<file path="src/rtl/mem_port_arbiter.sv">
// Shared memory-port arbiter: serialises IF fetches and MEM-stage data accesses
// onto one fixed-latency memory. Data wins ties unless fetch has been starved.
module mem_port_arbiter #(
    parameter int MEM_LAT      = 2,
    parameter int STARVE_LIMIT = 4
) (
    input  logic        clk,
    input  logic        reset,
    input  logic        if_req,
    input  logic [31:0] if_addr,
    output logic [31:0] if_rdata,
    output logic        if_ready,
    input  logic        dm_req,
    input  logic        dm_we,
    input  logic [31:0] dm_addr,
    input  logic [31:0] dm_wdata,
    output logic [31:0] dm_rdata,
    output logic        dm_ready,
    output logic        mem_en,
    output logic        mem_we,
    output logic [31:0] mem_addr,
    output logic [31:0] mem_wdata,
    input  logic [31:0] mem_rdata,
    output logic        stall_if,
    output logic        stall_mem
);
    localparam int LW = $clog2(MEM_LAT + 1);
    localparam int SW = $clog2(STARVE_LIMIT + 1);
    localparam logic [LW-1:0] LAT  = LW'(MEM_LAT);
    localparam logic [SW-1:0] SLIM = SW'(STARVE_LIMIT);

    typedef enum logic [1:0] {IDLE, ISSUE, WAIT, DONE} state_t;

    state_t        state;
    logic          owner;      // 1 = data port, 0 = fetch port
    logic [LW-1:0] lat_cnt;
    logic [SW-1:0] starve_cnt;
    logic          grant_dm;

    // Data has priority except when fetch has lost STARVE_LIMIT grants in a row.
    always_comb grant_dm = dm_req & ~(if_req & (starve_cnt == SLIM));

    assign stall_if  = if_req & ~if_ready;
    assign stall_mem = dm_req & ~dm_ready;

    always_ff @(posedge clk) begin
        if (reset) begin
            state      <= IDLE;
            owner      <= 1'b0;
            lat_cnt    <= '0;
            starve_cnt <= '0;
            mem_en     <= 1'b0;
            mem_we     <= 1'b0;
            mem_addr   <= '0;
            mem_wdata  <= '0;
            if_rdata   <= '0;
            dm_rdata   <= '0;
            if_ready   <= 1'b0;
            dm_ready   <= 1'b0;
        end else begin
            case (state)
                IDLE: begin
                    if (if_req || dm_req) begin
                        owner    <= grant_dm;
                        mem_en   <= 1'b1;
                        mem_we   <= grant_dm & dm_we;
                        mem_addr <= grant_dm ? dm_addr : if_addr;
                        if (grant_dm)
                            mem_wdata <= dm_wdata;
                        if (grant_dm && if_req)
                            starve_cnt <= (starve_cnt == SLIM) ? SLIM : starve_cnt + 1'b1;
                        else
                            starve_cnt <= '0;
                        state <= ISSUE;
                    end
                end
                ISSUE: begin
                    mem_en  <= 1'b0;
                    lat_cnt <= LAT;
                    state   <= WAIT;
                end
                WAIT: begin
                    lat_cnt <= lat_cnt - 1'b1;
                    if (lat_cnt == LW'(1)) begin
                        if (owner) begin
                            if (!mem_we)
                                dm_rdata <= mem_rdata;
                            dm_ready <= 1'b1;
                        end else begin
                            if_rdata <= mem_rdata;
                            if_ready <= 1'b1;
                        end
                        state <= DONE;
                    end
                end
                DONE: begin
                    if_ready <= 1'b0;
                    dm_ready <= 1'b0;
                    state    <= IDLE;
                end
                default: state <= IDLE;
            endcase
        end
    end
endmodule
</file>
<file path="config.mk">
export PLATFORM = sky130hd
export DESIGN_NAME = mem_port_arbiter
export DESIGN_NICKNAME = d
export VERILOG_FILES = /design/src/rtl/mem_port_arbiter.sv
export SDC_FILE = /design/constraint.sdc
export NUM_CORES = 1
export LEC_CHECK = 0
export BUFFER_PORTS_ARGS = -buffer_cell sky130_fd_sc_hd__buf_4
export CORE_MARGIN = 3
export CORE_UTILIZATION = 47
export CTS_CLUSTER_DIAMETER = 30
export DETAILED_ROUTE_END_ITERATION = 10
export PLACE_DENSITY_LB_ADDON = 0.3
export SLEW_MARGIN = 0
export SYNTH_ARGS = -nofsm -noshare
export SYNTH_HDL_FRONTEND = slang
export SYNTH_SLANG_ARGS = --single-unit
</file>
<file path="constraint.sdc">
create_clock -name clk -period 1.9 [get_ports clk]
set_clock_uncertainty 0.2 [all_clocks]
set_input_delay 0.095 -clock clk [delete_from_list [all_inputs] [get_ports clk]]
set_output_delay 0.095 -clock clk [all_outputs]
set_load 0.05 [all_outputs]
</file>
==> results.cfg, run 1 <==
[placed_design]
pre_cts_ws_ns = 0.0741
dpl.hpwl_microns = 12200
dpl_cell_area_sq_um = 8060
gp_congestion = 0.790
dp_cells = 1080
port_buffers = 266

[yosys]
synth_nets = 830
synth-main-ff-cell = dfxtp_1
netlist_instances = 690
yosys_warnings = 0
synth_simple_gate_area_share_pct = 19.0
synth_fa_ha_area_share_pct = 1.48
yosys-mux-area-fraction_pct = 0
netlist_area_sq_um = 5920
synthArstFlopShare_pct = 0
avgSynthCellArea_sq_um = 8.58
synth-seq-cells = 140
synth_xor_area_share_pct = 0
synth_top_family_by_area = compound AO/OA/AOI/OAI gates
ys_types = 40
synth_edf_count = 0
synth-compound-area-share_pct = 25.1
seq_area_frac_synth_pct = 47.4

[sta]
clock.fmax_mhz = 539
maxSlewHeadroom_pct = 67.2
finalMaxSlewViolations = 0
fin_ws_ns = 0.0452
tightestPinTransition_ns = 0.487
fin_crit_sh_pct = 97.6
setup-violations-final = 0
min_period_ns = 1.85
hold_viol = 0
rsz0062_at_grt = true
timing.hold.ws_ns = 0.253

[grt]
grt_max_degree = 50
grt_pass1_vias = 6927
grt_overflow_total = 0
grt_pass1_wl_microns = 35200
grt.total_usage_pct = 31.2
antenna_found_initial = 1

[route]
drtIter0Drc = 612
drt_wl_total_microns = 22900
via_per_inst = 5.54
drt-met1-wl_microns = 8200
drc = 0
ant_nets = 0
top_layer = met4
drtPass1Iterations = 6
dr_wl_met3_microns = 1760
post_drt_wl_per_cell_microns = 18.3
via_count = 6911
wl_met2_microns = 11900

[setup_path]
arrival_ns = 1.95
end_kind = register
worstPathRequired_ns = 2.00
worst-setup-path-type = reg -> reg
cp-start-kind = register
critPathMaxFanout = 27

[clock_tree]
htree_levels = 4
cts_buffer_depth = 2
clk_pin_slew_worst_paths_ns = 0.06
cts_root_buffer = clkbuf_16
cts_made_buffers = 17
cts_tree = built
clk_latency_ns = 0.41
cts.sinks = 140

[floorplan]
die_x_microns = 118
core_area_sq_um = 12200
io_pins = 267
fp.dieH_microns = 118
initial_utilization_pct = 48.7
die_area_sq_um = 14000
rows = 40

[finish]
fin_nets = 1206
most-common-layout-cells = buf_4, dfxtp_1, nand2_1
final_area_sq_um = 10100
multi_input_area_sq_um = 2730
fillCellCount = 683
seq_area_sq_um = 2800
final_common_cell = buf_4
stdcell_count = 1248
syn2layout_area_growth_pct = 70.5
drive_gt1_share_pct = 35.7

[min_path]
min_path_type = reg -> reg

[power_and_ir_drop]
p_per_area_nw_per_um2 = 1180
total_power_mw = 11.9
p_leak_nw = 4.19
vdd_drop_max_v = 0.000962

[run]
maxCapViolations = 0

[run_status]
outcome = complete, no violations
-- synthesized netlist by cell type, types with 3 or more instances --
cell,count,area [sq um]
a21oi_1,101,505
a311oi_1,4,35.0
a311oi_2,28,420
buf_1,4,15.0
buf_2,31,155
buf_4,3,22.5
buf_6,4,45.0
clkbuf_1,21,78.8
dfxtp_1,140,2800
ha_1,7,87.6
inv_1,8,30.0
nand2_1,133,499
nand3_1,65,325
nor2_1,40,150
o21a_1,3,22.5
o21ai_0,13,65.1
o21ai_1,27,135
o21ai_2,27,236
-- cell type report --
type | instances | area share [%]
antenna | 2 | 0.0496
clock inverter | 12 | 1.70
multi-input combinational | 475 | 27.0
inverter | 8 | 0.298
sequential | 140 | 27.8
clock buffer | 19 | 4.39
timing repair buffer | 424 | 36.7
tap | 168 | 2.08
-- layer usage --
| metal | vias up | track usage, % |
|---|---|---|
| met2 | 375 | 54.2 |
| met3 | 84 | 8.76 |
| met4 | 0 | 18.5 |
| met5 | - | 0 |
| li1 | 3155 | - |
| met1 | 3297 | 33.8 |
-- stage by stage --
stage / setup TNS (ns) / utilization (%)
global route: -0.0326 / 83.0
CTS: 0 / 82.2
detailed placement: 0 / 66.3
global placement: 0 / 66.3
finish: 0 / 83.0
floorplan: 0 / -
-- worst max-delay path, cell delays in order, from the launching register on --
cell,delay [ns]
dfxtp_1,0.32
inv_1,0.10
ha_2,0.28
o21a_4,0.21
buf_12,0.19
nor2_1,0.07
a311oi_2,0.35
-- state kept, by name, indices dropped and copies added, names as in the netlist --
register and cells:
dm_rdata 32, dm_ready 1, if_rdata 32, if_ready 1, lat_cnt 2, mem_addr 32, mem_en 1, mem_wdata 32
mem_we 1, owner 1, starve_cnt 3, state 2
-- power breakdown --
part	internal, mW	leakage [nW]	total (mW)	switching [mW]
Combinational	1.73	2.76	4.78	3.05
Clock	2.21	0.295	3.47	1.25
Sequential	3.39	1.14	3.66	0.269
Total	7.34	4.19	11.9	4.58
-- worst paths after layout --
kind | cells after the start | slack [ns] | end | start
max | 6 | 0.05 | mem_addr[1]$_SDFFE_PP0P_ | state[0]$_SDFFE_PP0P_
min | 2 | 0.25 | if_rdata[17]$_SDFFE_PP0P_ | if_rdata[17]$_SDFFE_PP0P_
max reg2reg | 6 | 0.05 | mem_addr[1]$_SDFFE_PP0P_ | state[0]$_SDFFE_PP0P_
min reg2reg | 2 | 0.25 | if_rdata[17]$_SDFFE_PP0P_ | if_rdata[17]$_SDFFE_PP0P_
-- cell families after synthesis --
logic type / count (synthesis)
and+or+nand+nor: 257
AOI/OAI and AO/OA: 211
DFF: 140
buffers and inverters: 75
adders and majority gates: 7
-- what timing repair did --
action	4_1_cts	5_1_grt
gates cloned	0	2
buffers inserted	0	1
setup endpoints to repair	1	28
hold buffers	132	0
pin swaps	0	1
hold endpoints to repair	139	0
resized for setup	1	7
(Power assumes the default switching activity.)
==> inputs of run 2 (changes only) <==
--- a/config.mk
+++ b/config.mk
@@ -7,7 +7,7 @@
 export LEC_CHECK = 0
 export BUFFER_PORTS_ARGS = -buffer_cell sky130_fd_sc_hd__buf_4
 export CORE_MARGIN = 3
-export CORE_UTILIZATION = 47
+export CORE_UTILIZATION = 51
 export CTS_CLUSTER_DIAMETER = 30
 export DETAILED_ROUTE_END_ITERATION = 10
 export PLACE_DENSITY_LB_ADDON = 0.3
==> constraint.sdc (replaced) <==
create_clock -name clk -period 2.2 [get_ports clk]
set_clock_uncertainty 0.2 [all_clocks]
set_input_delay 0.11 -clock clk [delete_from_list [all_inputs] [get_ports clk]]
set_output_delay 0.11 -clock clk [all_outputs]
set_load 0.05 [all_outputs]
==> run 2 against run 1 <==
Cell count down 2.4%. Non-clock buffer count is 5 lower. Clock power shrank 11%. Sequential power shrank 12%. Clock-buffer cell count unchanged. Fmax decreased by 11%. Register-to-register slack gained 0.06 ns. Wire length rose by 13%. Critical endpoint is now mem_addr[2]$_SDFFE_PP0P_. Largest cell class unchanged.
==> results.cfg, run 2 (same netlist as run 1, synthesis figures left out) <==
[clock_tree]
cts.sinks = 140
clk_latency_ns = 0.42
cts_tree = built
cts_root_buffer = clkbuf_16
cts_buffer_depth = 2
htree_levels = 4
clk_pin_slew_worst_paths_ns = 0.06
cts_made_buffers = 17

[route]
drtPass1Iterations = 5
drtIter0Drc = 793
post_drt_wl_per_cell_microns = 21.2
drt_wl_total_microns = 25800
drc = 0
ant_nets = 0
via_per_inst = 5.99
via_count = 7292

[finish]
syn2layout_area_growth_pct = 67.6
stdcell_count = 1218
most-common-layout-cells = buf_4, dfxtp_1, nand2_1, dlygate4sd3_1, a21oi_1
final_common_cell = buf_4
drive_gt1_share_pct = 35.1
final_area_sq_um = 9920
fin_nets = 1201

[sta]
min_period_ns = 2.09
setup-violations-final = 0
tns_ns = 0
tightestPinTransition_ns = 0.477
hold_viol = 0
clock.fmax_mhz = 477
rsz0062_at_grt = false
maxSlewHeadroom_pct = 67.9
finalMaxSlewViolations = 0
fin_crit_sh_pct = 95.2

[grt]
grt_max_degree = 67
grt_overflow_total = 0
grt_pass1_vias = 7493
grt_pass1_wl_microns = 39800
grt.total_usage_pct = 39.5
antenna_found_initial = 3

[setup_path]
cp-start-kind = register
critical_path.cell_chain = inv_1 -> ha_2 -> o21a_2 -> buf_12 -> nor2_1 -> a311oi_1
r2r_setup_slack_ns = 0.11
critPathMaxFanout = 66
arrival_ns = 2.19
cpPeakStageDelay_ns = 0.38
worstPathRequired_ns = 2.29
worst-setup-path-type = reg -> reg
end_kind = register
worst_path_max_delay_cell = a311oi_1

[placed_design]
dp_cells = 1049
dpl.hpwl_microns = 13100
dpl_cell_area_sq_um = 7940
gp_congestion = 0.839
port_buffers = 266

[power_and_ir_drop]
vdd_drop_max_v = 0.000933
p_per_area_nw_per_um2 = 1040
p_leak_nw = 4.12

[floorplan]
io_pins = 267
fp.dieH_microns = 114
die_x_microns = 114
initial_utilization_pct = 53.4
rows = 38
core_area_sq_um = 11100
die_area_sq_um = 12900

[min_path]
min_path_type = reg -> reg

[run_status]
outcome = complete, no violations

[run]
maxCapViolations = 0
## run 2: changes by cell type in the layout (fill, tap and decap cells not counted), moves of 2 or more
cell and change:
ha_2 -2, clkinv_2 -3, buf_4 +2, clkbuf_16 -2, clkinv_4 +3, ha_1 +2, diode_2 +2, buf_12 -5
## run 2: worst paths after layout
check / to / depth (start not counted) / from
setup / recovery: mem_addr[2]$_SDFFE_PP0P_ / 6 / state[0]$_SDFFE_PP0P_
hold reg to reg: if_rdata[21]$_SDFFE_PP0P_ / 2 / if_rdata[21]$_SDFFE_PP0P_
setup reg to reg: mem_addr[2]$_SDFFE_PP0P_ / 6 / state[0]$_SDFFE_PP0P_
hold / removal: if_rdata[21]$_SDFFE_PP0P_ / 2 / if_rdata[21]$_SDFFE_PP0P_
## run 2: repair_timing
item,CTS,global route
buffers inserted,0,0
gates resized for setup,0,1
setup endpoints to repair,0,4
endpoints found under the hold margin,134,0
hold buffers,133,0
## run 2: per-layer routing
metal / GRT usage, % / part of all wire, % / up-vias
li1: - / - / 3153
met1: 40.9 / 33 / 3385
met2: 69.0 / 51 / 588
met3: 10.9 / 8.7 / 166
met4: 26.9 / 7.3 / 0
met5: 0 / 0 / -
## run 2: critical path: cells and delay by family (launching register included)
family / cells / cell delay (ns)
compound gates: 2 / 0.57
fa+ha+maj: 1 / 0.28
buf+inv: 2 / 0.44
flops: 1 / 0.34
simple gates: 1 / 0.13
## run 2: report_power, final
group          leakage (nW)  total, mW  switching [mW]  internal (mW)
Clock                 0.300       3.09            1.15           1.94
Sequential             1.14       3.22           0.288           2.93
Combinational          2.68       4.03            2.67           1.36
## run 2: stage by stage
step / setup slack (ns) / hold WS, ns / power [mW] / utilization [%]
after CTS: 0.0833 / 0.260 / 10.1 / 89.4
final: 0.105 / 0.256 / 10.3 / 89.6
after global placement: 0.395 / 0.167 / 6.69 / 71.7
after global routing: 0.0314 / 0.283 / 10.7 / 89.5
after detailed placement: 0.218 / 0.178 / 6.84 / 71.7
after floorplan: 0.539 / 0.0460 / 5.78 / -
## run 2: cell type report
cell class | instances | area, sq um
clock inverters | 13 | 191
repair buffers | 419 | 3570
clock buffers | 19 | 443
inverters | 8 | 30.0
flip-flops and latches | 140 | 2800
diodes | 4 | 10.0
well taps | 140 | 175
multi-input cells | 475 | 2700
fillers | 482 | 1160
